### config.mk
export PLATFORM = sky130hd
export DESIGN_NAME = decode_issue_unit
export DESIGN_NICKNAME = d
export VERILOG_FILES = /design/src/rtl/decode_issue_unit.sv
export SDC_FILE = /design/constraint.sdc
export NUM_CORES = 1
export LEC_CHECK = 0
export CAP_MARGIN = 25
export CELL_PAD_IN_SITES_DETAIL_PLACEMENT = 1
export CELL_PAD_IN_SITES_GLOBAL_PLACEMENT = 1
export CORE_AREA = 2 2 200 163
export DETAILED_ROUTE_END_ITERATION = 10
export DIE_AREA = 0 0 202 165
export GPL_ROUTABILITY_DRIVEN = 0
export HOLD_SLACK_MARGIN = 0.02
export PLACE_DENSITY = 0.84
export SYNTH_ARGS = -nofsm -noshare
export SYNTH_HDL_FRONTEND = slang
export SYNTH_SLANG_ARGS = --single-unit
### constraint.sdc
create_clock -name clk -period 14.8 [get_ports clk]
set_input_delay 2.22 -clock clk [delete_from_list [all_inputs] [get_ports clk]]
set_output_delay 2.22 -clock clk [all_outputs]
set_load 0.01 [all_outputs]
### src/rtl/decode_issue_unit.sv
// decode_issue_unit: DEPTH-entry instruction queue between fetch and execute,
// a combinational MIPS32 decoder on the queue head, and a register scoreboard
// that holds issue while a source or destination register has a write in flight.
module decode_issue_unit #(
   parameter int DEPTH = 4,
   parameter int XLEN  = 32,
   parameter int NREGS = 32
) (
   input  logic                     clk,
   input  logic                     rst,
   input  logic                     in_valid,
   output logic                     in_ready,
   input  logic [31:0]              in_inst,
   input  logic [XLEN-1:0]          in_pc,
   input  logic                     flush,
   input  logic                     wb_valid,
   input  logic [4:0]               wb_reg,
   output logic                     out_valid,
   input  logic                     out_ready,
   output logic [XLEN-1:0]          out_pc,
   output logic [XLEN-1:0]          out_pc_plus_4,
   output logic [31:0]              out_jump_addr,
   output logic [4:0]               out_rs,
   output logic [4:0]               out_rt,
   output logic [4:0]               out_dst,
   output logic [31:0]              out_imm,
   output logic [4:0]               out_shamt,
   output logic [3:0]               out_alu_ctrl,
   output logic [1:0]               out_alu_src,
   output logic                     out_reg_write,
   output logic                     out_mem_read,
   output logic                     out_mem_write,
   output logic [3:0]               out_branch_type,
   output logic                     out_illegal,
   output logic [$clog2(DEPTH):0]   count
);

   localparam int PW = $clog2(DEPTH);
   localparam int CW = PW + 1;

   localparam logic [5:0] OP_RTYPE = 6'h00, OP_J    = 6'h02, OP_JAL  = 6'h03,
                          OP_BEQ   = 6'h04, OP_BNE  = 6'h05, OP_ADDIU = 6'h09,
                          OP_SLTI  = 6'h0A, OP_SLTIU = 6'h0B, OP_ANDI = 6'h0C,
                          OP_ORI   = 6'h0D, OP_XORI = 6'h0E, OP_LUI  = 6'h0F,
                          OP_LW    = 6'h23, OP_SW   = 6'h2B;

   localparam logic [5:0] FN_SLL = 6'h00, FN_SRL = 6'h02, FN_SRA = 6'h03,
                          FN_JR  = 6'h08, FN_ADD = 6'h20, FN_ADDU = 6'h21,
                          FN_SUBU = 6'h23, FN_AND = 6'h24, FN_OR  = 6'h25,
                          FN_XOR = 6'h26, FN_NOR = 6'h27, FN_SLT = 6'h2A,
                          FN_SLTU = 6'h2B;

   // Immediate extension: logical immediates zero-extend, everything else sign-extends.
   function automatic logic [31:0] ext_imm(input logic [15:0] imm, input logic zext);
      logic signed [15:0] simm;
      logic signed [31:0] sext;
      simm = imm;
      sext = 32'(simm);
      return zext ? {16'h0000, imm} : sext;
   endfunction

   // Queue storage holds data only; pointers and count carry the control state.
   logic [31:0]     inst_mem_q [DEPTH];
   logic [XLEN-1:0] pc_mem_q   [DEPTH];
   logic [PW-1:0]   wr_ptr_q, wr_ptr_d;
   logic [PW-1:0]   rd_ptr_q, rd_ptr_d;
   logic [CW-1:0]   count_q, count_d;
   logic [NREGS-1:0] busy_q, busy_d;

   logic            empty, full, push, pop, hazard, sb_set;
   logic [31:0]     head_inst;
   logic [XLEN-1:0] head_pc;
   logic [5:0]      opc, fn;

   logic [3:0]      dec_alu;
   logic [1:0]      dec_src;
   logic [4:0]      dec_dst;
   logic            dec_rw, dec_mr, dec_mw, dec_ill, dec_rs_used, dec_rt_used, dec_zext;
   logic [3:0]      dec_bt;

   assign empty     = (count_q == '0);
   assign full      = (count_q == CW'(DEPTH));
   assign in_ready  = !rst && !full;
   assign push      = in_valid && in_ready && !flush;
   assign pop       = out_valid && out_ready;
   assign head_inst = inst_mem_q[rd_ptr_q];
   assign head_pc   = pc_mem_q[rd_ptr_q];
   assign opc       = head_inst[31:26];
   assign fn        = head_inst[5:0];
   assign count     = count_q;

   // Queue entry write on an accepted push.
   always_ff @(posedge clk) begin
      if (push) begin
         inst_mem_q[wr_ptr_q] <= in_inst;
         pc_mem_q[wr_ptr_q]   <= in_pc;
      end
   end

   // Next pointer/count: flush empties the queue and drops a same-cycle push.
   always_comb begin
      wr_ptr_d = wr_ptr_q;
      rd_ptr_d = rd_ptr_q;
      count_d  = count_q;
      if (flush) begin
         wr_ptr_d = '0;
         rd_ptr_d = '0;
         count_d  = '0;
      end else begin
         wr_ptr_d = wr_ptr_q + PW'(push);
         rd_ptr_d = rd_ptr_q + PW'(pop);
         count_d  = count_q + CW'(push) - CW'(pop);
      end
   end

   // Queue control registers.
   always_ff @(posedge clk) begin
      if (rst) begin
         wr_ptr_q <= '0;
         rd_ptr_q <= '0;
         count_q  <= '0;
      end else begin
         wr_ptr_q <= wr_ptr_d;
         rd_ptr_q <= rd_ptr_d;
         count_q  <= count_d;
      end
   end

   // Decode of the registered head entry; illegal encodings lose all side effects.
   always_comb begin
      dec_alu     = 4'b0000;
      dec_src     = 2'b00;
      dec_dst     = head_inst[20:16];
      dec_rw      = 1'b0;
      dec_mr      = 1'b0;
      dec_mw      = 1'b0;
      dec_bt      = 4'd0;
      dec_ill     = 1'b0;
      dec_rs_used = 1'b1;
      dec_rt_used = 1'b0;
      dec_zext    = 1'b0;
      case (opc)
         OP_RTYPE: begin
            dec_dst     = head_inst[15:11];
            dec_rw      = 1'b1;
            dec_rt_used = 1'b1;
            case (fn)
               FN_ADD, FN_ADDU: dec_alu = 4'b0000;
               FN_SUBU:         dec_alu = 4'b0001;
               FN_AND:          dec_alu = 4'b0010;
               FN_OR:           dec_alu = 4'b0011;
               FN_NOR:          dec_alu = 4'b0100;
               FN_XOR:          dec_alu = 4'b0101;
               FN_SLT:          dec_alu = 4'b1001;
               FN_SLTU:         dec_alu = 4'b1010;
               FN_SLL: begin dec_alu = 4'b0110; dec_src = 2'b01; dec_rs_used = 1'b0; end
               FN_SRA: begin dec_alu = 4'b0111; dec_src = 2'b01; dec_rs_used = 1'b0; end
               FN_SRL: begin dec_alu = 4'b1000; dec_src = 2'b01; dec_rs_used = 1'b0; end
               FN_JR: begin
                  dec_alu     = 4'b1110;
                  dec_rw      = 1'b0;
                  dec_rt_used = 1'b0;
                  dec_bt      = 4'd3;
               end
               default: dec_ill = 1'b1;
            endcase
            if (head_inst == 32'h0) dec_rw = 1'b0;
         end
         OP_J:     begin dec_dst = 5'd0; dec_bt = 4'd1; dec_rs_used = 1'b0; end
         OP_JAL:   begin dec_dst = 5'd31; dec_rw = 1'b1; dec_bt = 4'd2; dec_rs_used = 1'b0; end
         OP_BEQ:   begin dec_alu = 4'b0001; dec_bt = 4'd4; dec_rt_used = 1'b1; end
         OP_BNE:   begin dec_alu = 4'b0001; dec_bt = 4'd5; dec_rt_used = 1'b1; end
         OP_ADDIU: begin dec_alu = 4'b0000; dec_src = 2'b10; dec_rw = 1'b1; end
         OP_SLTI:  begin dec_alu = 4'b1001; dec_src = 2'b10; dec_rw = 1'b1; end
         OP_SLTIU: begin dec_alu = 4'b1010; dec_src = 2'b10; dec_rw = 1'b1; end
         OP_ANDI:  begin dec_alu = 4'b0010; dec_src = 2'b10; dec_rw = 1'b1; dec_zext = 1'b1; end
         OP_ORI:   begin dec_alu = 4'b0011; dec_src = 2'b10; dec_rw = 1'b1; dec_zext = 1'b1; end
         OP_XORI:  begin dec_alu = 4'b0101; dec_src = 2'b10; dec_rw = 1'b1; dec_zext = 1'b1; end
         OP_LUI:   begin dec_alu = 4'b1011; dec_src = 2'b10; dec_rw = 1'b1; dec_rs_used = 1'b0; end
         OP_LW:    begin dec_alu = 4'b0000; dec_src = 2'b10; dec_rw = 1'b1; dec_mr = 1'b1; end
         OP_SW:    begin dec_alu = 4'b0000; dec_src = 2'b11; dec_mw = 1'b1; dec_rt_used = 1'b1; end
         default:  dec_ill = 1'b1;
      endcase
      if (dec_ill) begin
         dec_alu     = 4'b0000;
         dec_src     = 2'b00;
         dec_rw      = 1'b0;
         dec_mr      = 1'b0;
         dec_mw      = 1'b0;
         dec_bt      = 4'd0;
         dec_rs_used = 1'b0;
         dec_rt_used = 1'b0;
      end
   end

   // Hazard and issue: checked against the registered scoreboard only.
   always_comb begin
      hazard = !empty && ((dec_rs_used && busy_q[head_inst[25:21]]) ||
                          (dec_rt_used && busy_q[head_inst[20:16]]) ||
                          (dec_rw      && busy_q[dec_dst]));
      out_valid = !rst && !empty && !hazard && !flush;
   end

   // Output fields are forced to zero while the queue is empty.
   always_comb begin
      out_pc          = '0;
      out_pc_plus_4   = '0;
      out_jump_addr   = '0;
      out_rs          = '0;
      out_rt          = '0;
      out_dst         = '0;
      out_imm         = '0;
      out_shamt       = '0;
      out_alu_ctrl    = '0;
      out_alu_src     = '0;
      out_reg_write   = 1'b0;
      out_mem_read    = 1'b0;
      out_mem_write   = 1'b0;
      out_branch_type = '0;
      out_illegal     = 1'b0;
      if (!empty) begin
         out_pc          = head_pc;
         out_pc_plus_4   = head_pc + XLEN'(4);
         out_jump_addr   = {head_pc[31:28], head_inst[25:0], 2'b00};
         out_rs          = head_inst[25:21];
         out_rt          = head_inst[20:16];
         out_dst         = dec_dst;
         out_imm         = ext_imm(head_inst[15:0], dec_zext);
         out_shamt       = head_inst[10:6];
         out_alu_ctrl    = dec_alu;
         out_alu_src     = dec_src;
         out_reg_write   = dec_rw;
         out_mem_read    = dec_mr;
         out_mem_write   = dec_mw;
         out_branch_type = dec_bt;
         out_illegal     = dec_ill;
      end
   end

   // Scoreboard next state: writeback clears, issue sets, set wins on collision.
   assign sb_set = pop && dec_rw && (dec_dst != 5'd0);

   always_comb begin
      busy_d = busy_q;
      if (wb_valid) busy_d[wb_reg] = 1'b0;
      if (sb_set)   busy_d[dec_dst] = 1'b1;
      busy_d[0] = 1'b0;
   end

   // Scoreboard register.
   always_ff @(posedge clk) begin
      if (rst) busy_q <= '0;
      else     busy_q <= busy_d;
   end

endmodule

* Yosys cells after proc, flatten, opt, wreduce, memory -nomap -nowiden
Memories as Yosys holds them, arrays and structs flattened. A register that Yosys moved wholly into a read port is not among the register bits. Cells that the tools add are included.
Cells by class: add/sub/neg operators 5, magnitude comparators 6, equality and inequality tests 26, multiplexer cells 58, bitwise logic cells 3, reductions and logical operators 37
Operators by type and width (number):
- $mux 32 | 7
- $eq 6x6->1 const B | 11
- $eq 6x4->1 const B | 8
- $pmux 4 s11 | 1
- $add 32x3->32 const B | 1
- $and 32x32->32 | 1
- $logic_not 32->1 | 1
- $not 32->32 | 1
- $or 32x32->32 | 1
- $pmux 4 s8 | 1
- $reduce_or 13->1 | 2
- $eq 6x2->1 const B | 4
- $lt 5x6->1 const B | 4
- $mux 1 | 24
- $mux 5 | 4
- $mux 4 | 4
- $bmux 1 s5 | 3
- $logic_and 1x1->1 | 15
- $pmux 3 s5 | 1
- $pmux 5 s3 | 1
- $eq 6x3->1 const B | 2
- $logic_not 6->1 | 2
- $reduce_or 3->1 | 4
- $demux 1 s5 | 2
- 15 further kinds | 30
Storage, ports and cells: flip-flop bits (word level) 39, bits in writable memories 256, input bits 75, output and inout bits 167, logic and storage cells 142, memories 2
Memory list:
- inst_mem_q | depth 4, bits a word 32, rd ports 1, clocked after memory_dff 1, write ports 1, line 63 | logic [31:0] inst_mem_q [DEPTH];
- pc_mem_q | depth 4, bits a word 32, rd ports 1, clocked after memory_dff 1, write ports 1, line 64 | logic [XLEN-1:0] pc_mem_q [DEPTH];

* Longest topological paths before layout
word-level depth 16, depth in mapped cells 21, mapped depth without buffers 16

* Worst setup path before layout
Ideal clock, no wire load.
kind input to register, from input rst, to memory inst_mem_q[1][0] (enable), library setup time 0.578 ns, arrival 7.331 ns, required time 14.222 ns, slack 6.891 ns, stages 3, buffers on the path 0, cell sequence nor2_1 > nand3_1 > nor3b_1
Between the ends: cells in the longest elaborated chain, start to end 6
RTL lines:
- start: declaration | line 10 | input logic rst,
- $logic_not 1->1 | line 83 | assign in_ready = !rst && !full;
- $logic_and 1x1->1 | line 83
- $logic_and 1x1->1 (2 in a row) | line 84 | assign push = in_valid && in_ready && !flush;
- $mux 1 | line 94 | if (push) begin
- $mux 1 (implied by the code) | line 95 | inst_mem_q[wr_ptr_q] <= in_inst;
- end: declaration | line 63
No other way between the ends.

==> results by group <==
Clock tree
  • Clock sinks: 294
  • Root buffer cell: clkbuf_16
  • CTS max path bufs: 3
  • Worst-path clk slew: 60 ps
  • Later-pin clock latency in the skew report: 590 ps
  • H-Tree Depth: 1
  • Hold buffer count at CTS: 0
  • Post-CTS Setup Inserts: 0
  • CTS resizes: 0
  • TritonCTS clock tree: yes
  • CTS Buf Count: 30

STA
  • Slew Viols, Final: 0
  • Final hold viol count: 0
  • Slew @ Worst Pin: 1060 ps
  • Final setup margin: 7330 ps
  • Worst Clk Skew: 17.2 ps
  • Setup Total Neg Slack: 0 ps
  • Final period util: 0.504
  • Fmax: 134 MHz
  • Worst rel slew slack: 0.295
  • Final worst path period need: 7470 ps
  • Endpoints failing setup: 0
  • RSZ-0062 raised after global routing: false

Cells and area
  • Finished Layout Cells: 1729
  • Ratio of cells with drive above 1 in the final layout: 0.116
  • Layout Nets: 1363
  • Area added between synthesis and finish: 23.2%
  • Final Cell Area: 0.0179 sq mm
  • Filler cell count: 3064

Run status
  • Status: completed

Hold path
  • Hold WC Path Type: flop to flop
  • Worst Hold Depth: 2

Die
  • Row Count: 58
  • Chip height: 165 microns
  • Die area: 0.0333 sq mm
  • Boundary Pins: 242
  • Initial Utilization: 0.468
  • Chip Width: 202 microns
  • Core Box Area: 0.0311 sq mm

GRT
  • Total gr overflow: 0
  • First-pass GRT wire length: 65.1 mm
  • Largest net degree at the start of global routing: 65
  • GRT Total Usage: 0.256
  • Initial antenna violation count: 4
  • Vias in the first global route: 10762

Place
  • Hpwl dp: 28.8 mm
  • Place WS: 8070 ps
  • Buffers added on ports: 238
  • Dpl cells: 1666
  • Area post-placement: 0.0169 sq mm

Drt
  • Detailed Route WL: 42.7 mm
  • Drt first pass iters: 5
  • Vias per std cell: 5.83
  • Average wire per standard cell: 24.7 microns
  • Residual DRC count: 0
  • Final antenna-violating net count: 0
  • Via count: 10087
  • Starting DRT DRC Count: 758

Logic synthesis
  • Ranking of synthesized cells by area: edfxtp_1 (53%), mux4_2 (10%), dfxtp_1 (5.2%), buf_4 (3.1%), and2_1 (2.8%)
  • Mux cell area share after synthesis: 0.132
  • Post-synthesis simple-gate area fraction: 0.145
  • Largest area contributor in the netlist: edfxtp_1
  • Post-synthesis cell type count: 75
  • Syn_area_per_cell: 13.1 sq um
  • Seq/Total Area, Yosys: 0.580
  • Largest family of logic cells by synthesized area: simple AND/OR/NAND/NOR gates
  • Cells after Synth: 1108
  • Synthesized area: 0.0146 sq mm
  • Post-synthesis xor/xnor area fraction: 0.0162
  • Ys Warns: 0
  • Synth Area in Adders: 0.00567
  • Number of synthesized register bits: 294
  • Compound-Gate Fraction of Synth Area: 0.0690
  • Synth Flop Type: edfxtp_1
  • Async set-reset flop share out of synthesis: 0
  • Post-synth EDFFs: 256
  • Area share of the largest cell type after synthesis: 0.528

Flow run
  • Maxcap violations: 0

Setup path
  • Worst endpoint data arrival time: 5250 ps
  • Worst r2r path cells: 16
  • Startpoint types: flop
  • CP max FO: 21
  • R2r setup slk: 8730 ps
  • CP required: 12580 ps
  • Critical path class: flop to output port
  • Crit end category: output port

Power and ir drop
  • Max VDD drop: 0.000104 V
  • Leakage power: 5.71 nW
  • Pwr/cell area: 98.2 mW/mm^2
per-layer routing:
layer	share of wire	track usage	routed length, microns
met5	0.00033	0	14
met4	0.026	0.0775	1110
met3	0.075	0.0687	3220
met2	0.48	0.419	20300
met1	0.42	0.336	18100
cells in the mapped netlist, types with 11 or more instances:
cell and number:
a21oi_1 28, mux4_2 65, o21ai_0 40, o21ai_1 16, nor2_1 78, clkbuf_1 33, buf_4 61, and3_1 22
mux2i_1 40, edfxtp_1 256, inv_1 13, xor2_1 19, buf_2 11, nor3_1 17, nand3_1 18, and2_1 66
dfxtp_1 38, o22ai_1 11, nand2_1 79, nand3b_1 28, nor2b_1 19
registers in the layout, summed over array words and instances, names as in the netlist:
signal	count
wr_ptr_q	2
count	3
rd_ptr_q	2
pc_mem_q	128
inst_mem_q	128
busy_q	31
layout make-up:
cell class              instances  area (sq um)  share of cell area
well taps                     420           526              0.0293
flip-flops and latches        294          8460               0.471
clock inverters                19           184              0.0103
inverters                      14          52.6             0.00293
clock buffers                  36           773              0.0431
multi-input cells             690          5390               0.301
repair buffers                252          2540               0.142
diodes                          4          10.0            0.000558
path summary, 6_finish.rpt:
kind,to,start
hold reg to reg,busy_q[17],busy_q[17]
setup / recovery,out_valid,rd_ptr_q[0]
hold / removal,busy_q[17],busy_q[17]
setup reg to reg,count[2],rd_ptr_q[0]
report_power, final:
group | switching, mW | leakage, nW | total (mW) | internal, mW
clock | 0.330 | 0.437 | 0.739 | 0.409
combinational | 0.0626 | 2.66 | 0.113 | 0.0507
sequential | 0.00208 | 2.62 | 0.909 | 0.907
total | 0.395 | 5.71 | 1.76 | 1.37
metrics by stage:
step	power [mW]	util	hold WS, ps
finish	1.76	0.576	530
floorplan	0.981	-	467
global route	1.81	0.576	551
detailed placement	1.04	0.542	508
CTS	1.77	0.573	527
global placement	1.03	0.542	504
kinds of logic (layout without fill, tap and decap cells):
group,after synthesis,in the layout
xor+xnor,27,27
fa+ha+maj,6,6
compound gates,155,155
buf+inv,126,321
flops,294,294
simple gates,389,389
mux,110,110
other cells,1,7
cell usage in the layout (no fill, tap or decap), drive strengths merged, types with 29 or more instances in the layout:
master and n:
a21oi 29, nor2 78, o21ai 58, edfxtp 256, mux4 65, nand2 80, and2 66, dfxtp 38
clkdlybuf4s50 238, clkbuf 37, mux2i 40
critical path, stage by stage, from the launching register on:
cell             delay [ps]
dfxtp_4                 610
mux4_2                  760
nor4_4                  630
nand3_1                 690
nand2_4                 470
mux2i_1                 240
o21ai_0                 190
nand3_1                 160
a21oi_1                  90
a21oi_1                 230
clkdlybuf4s50_1         570
No activity file was read; power rests on OpenSTA's default activity.
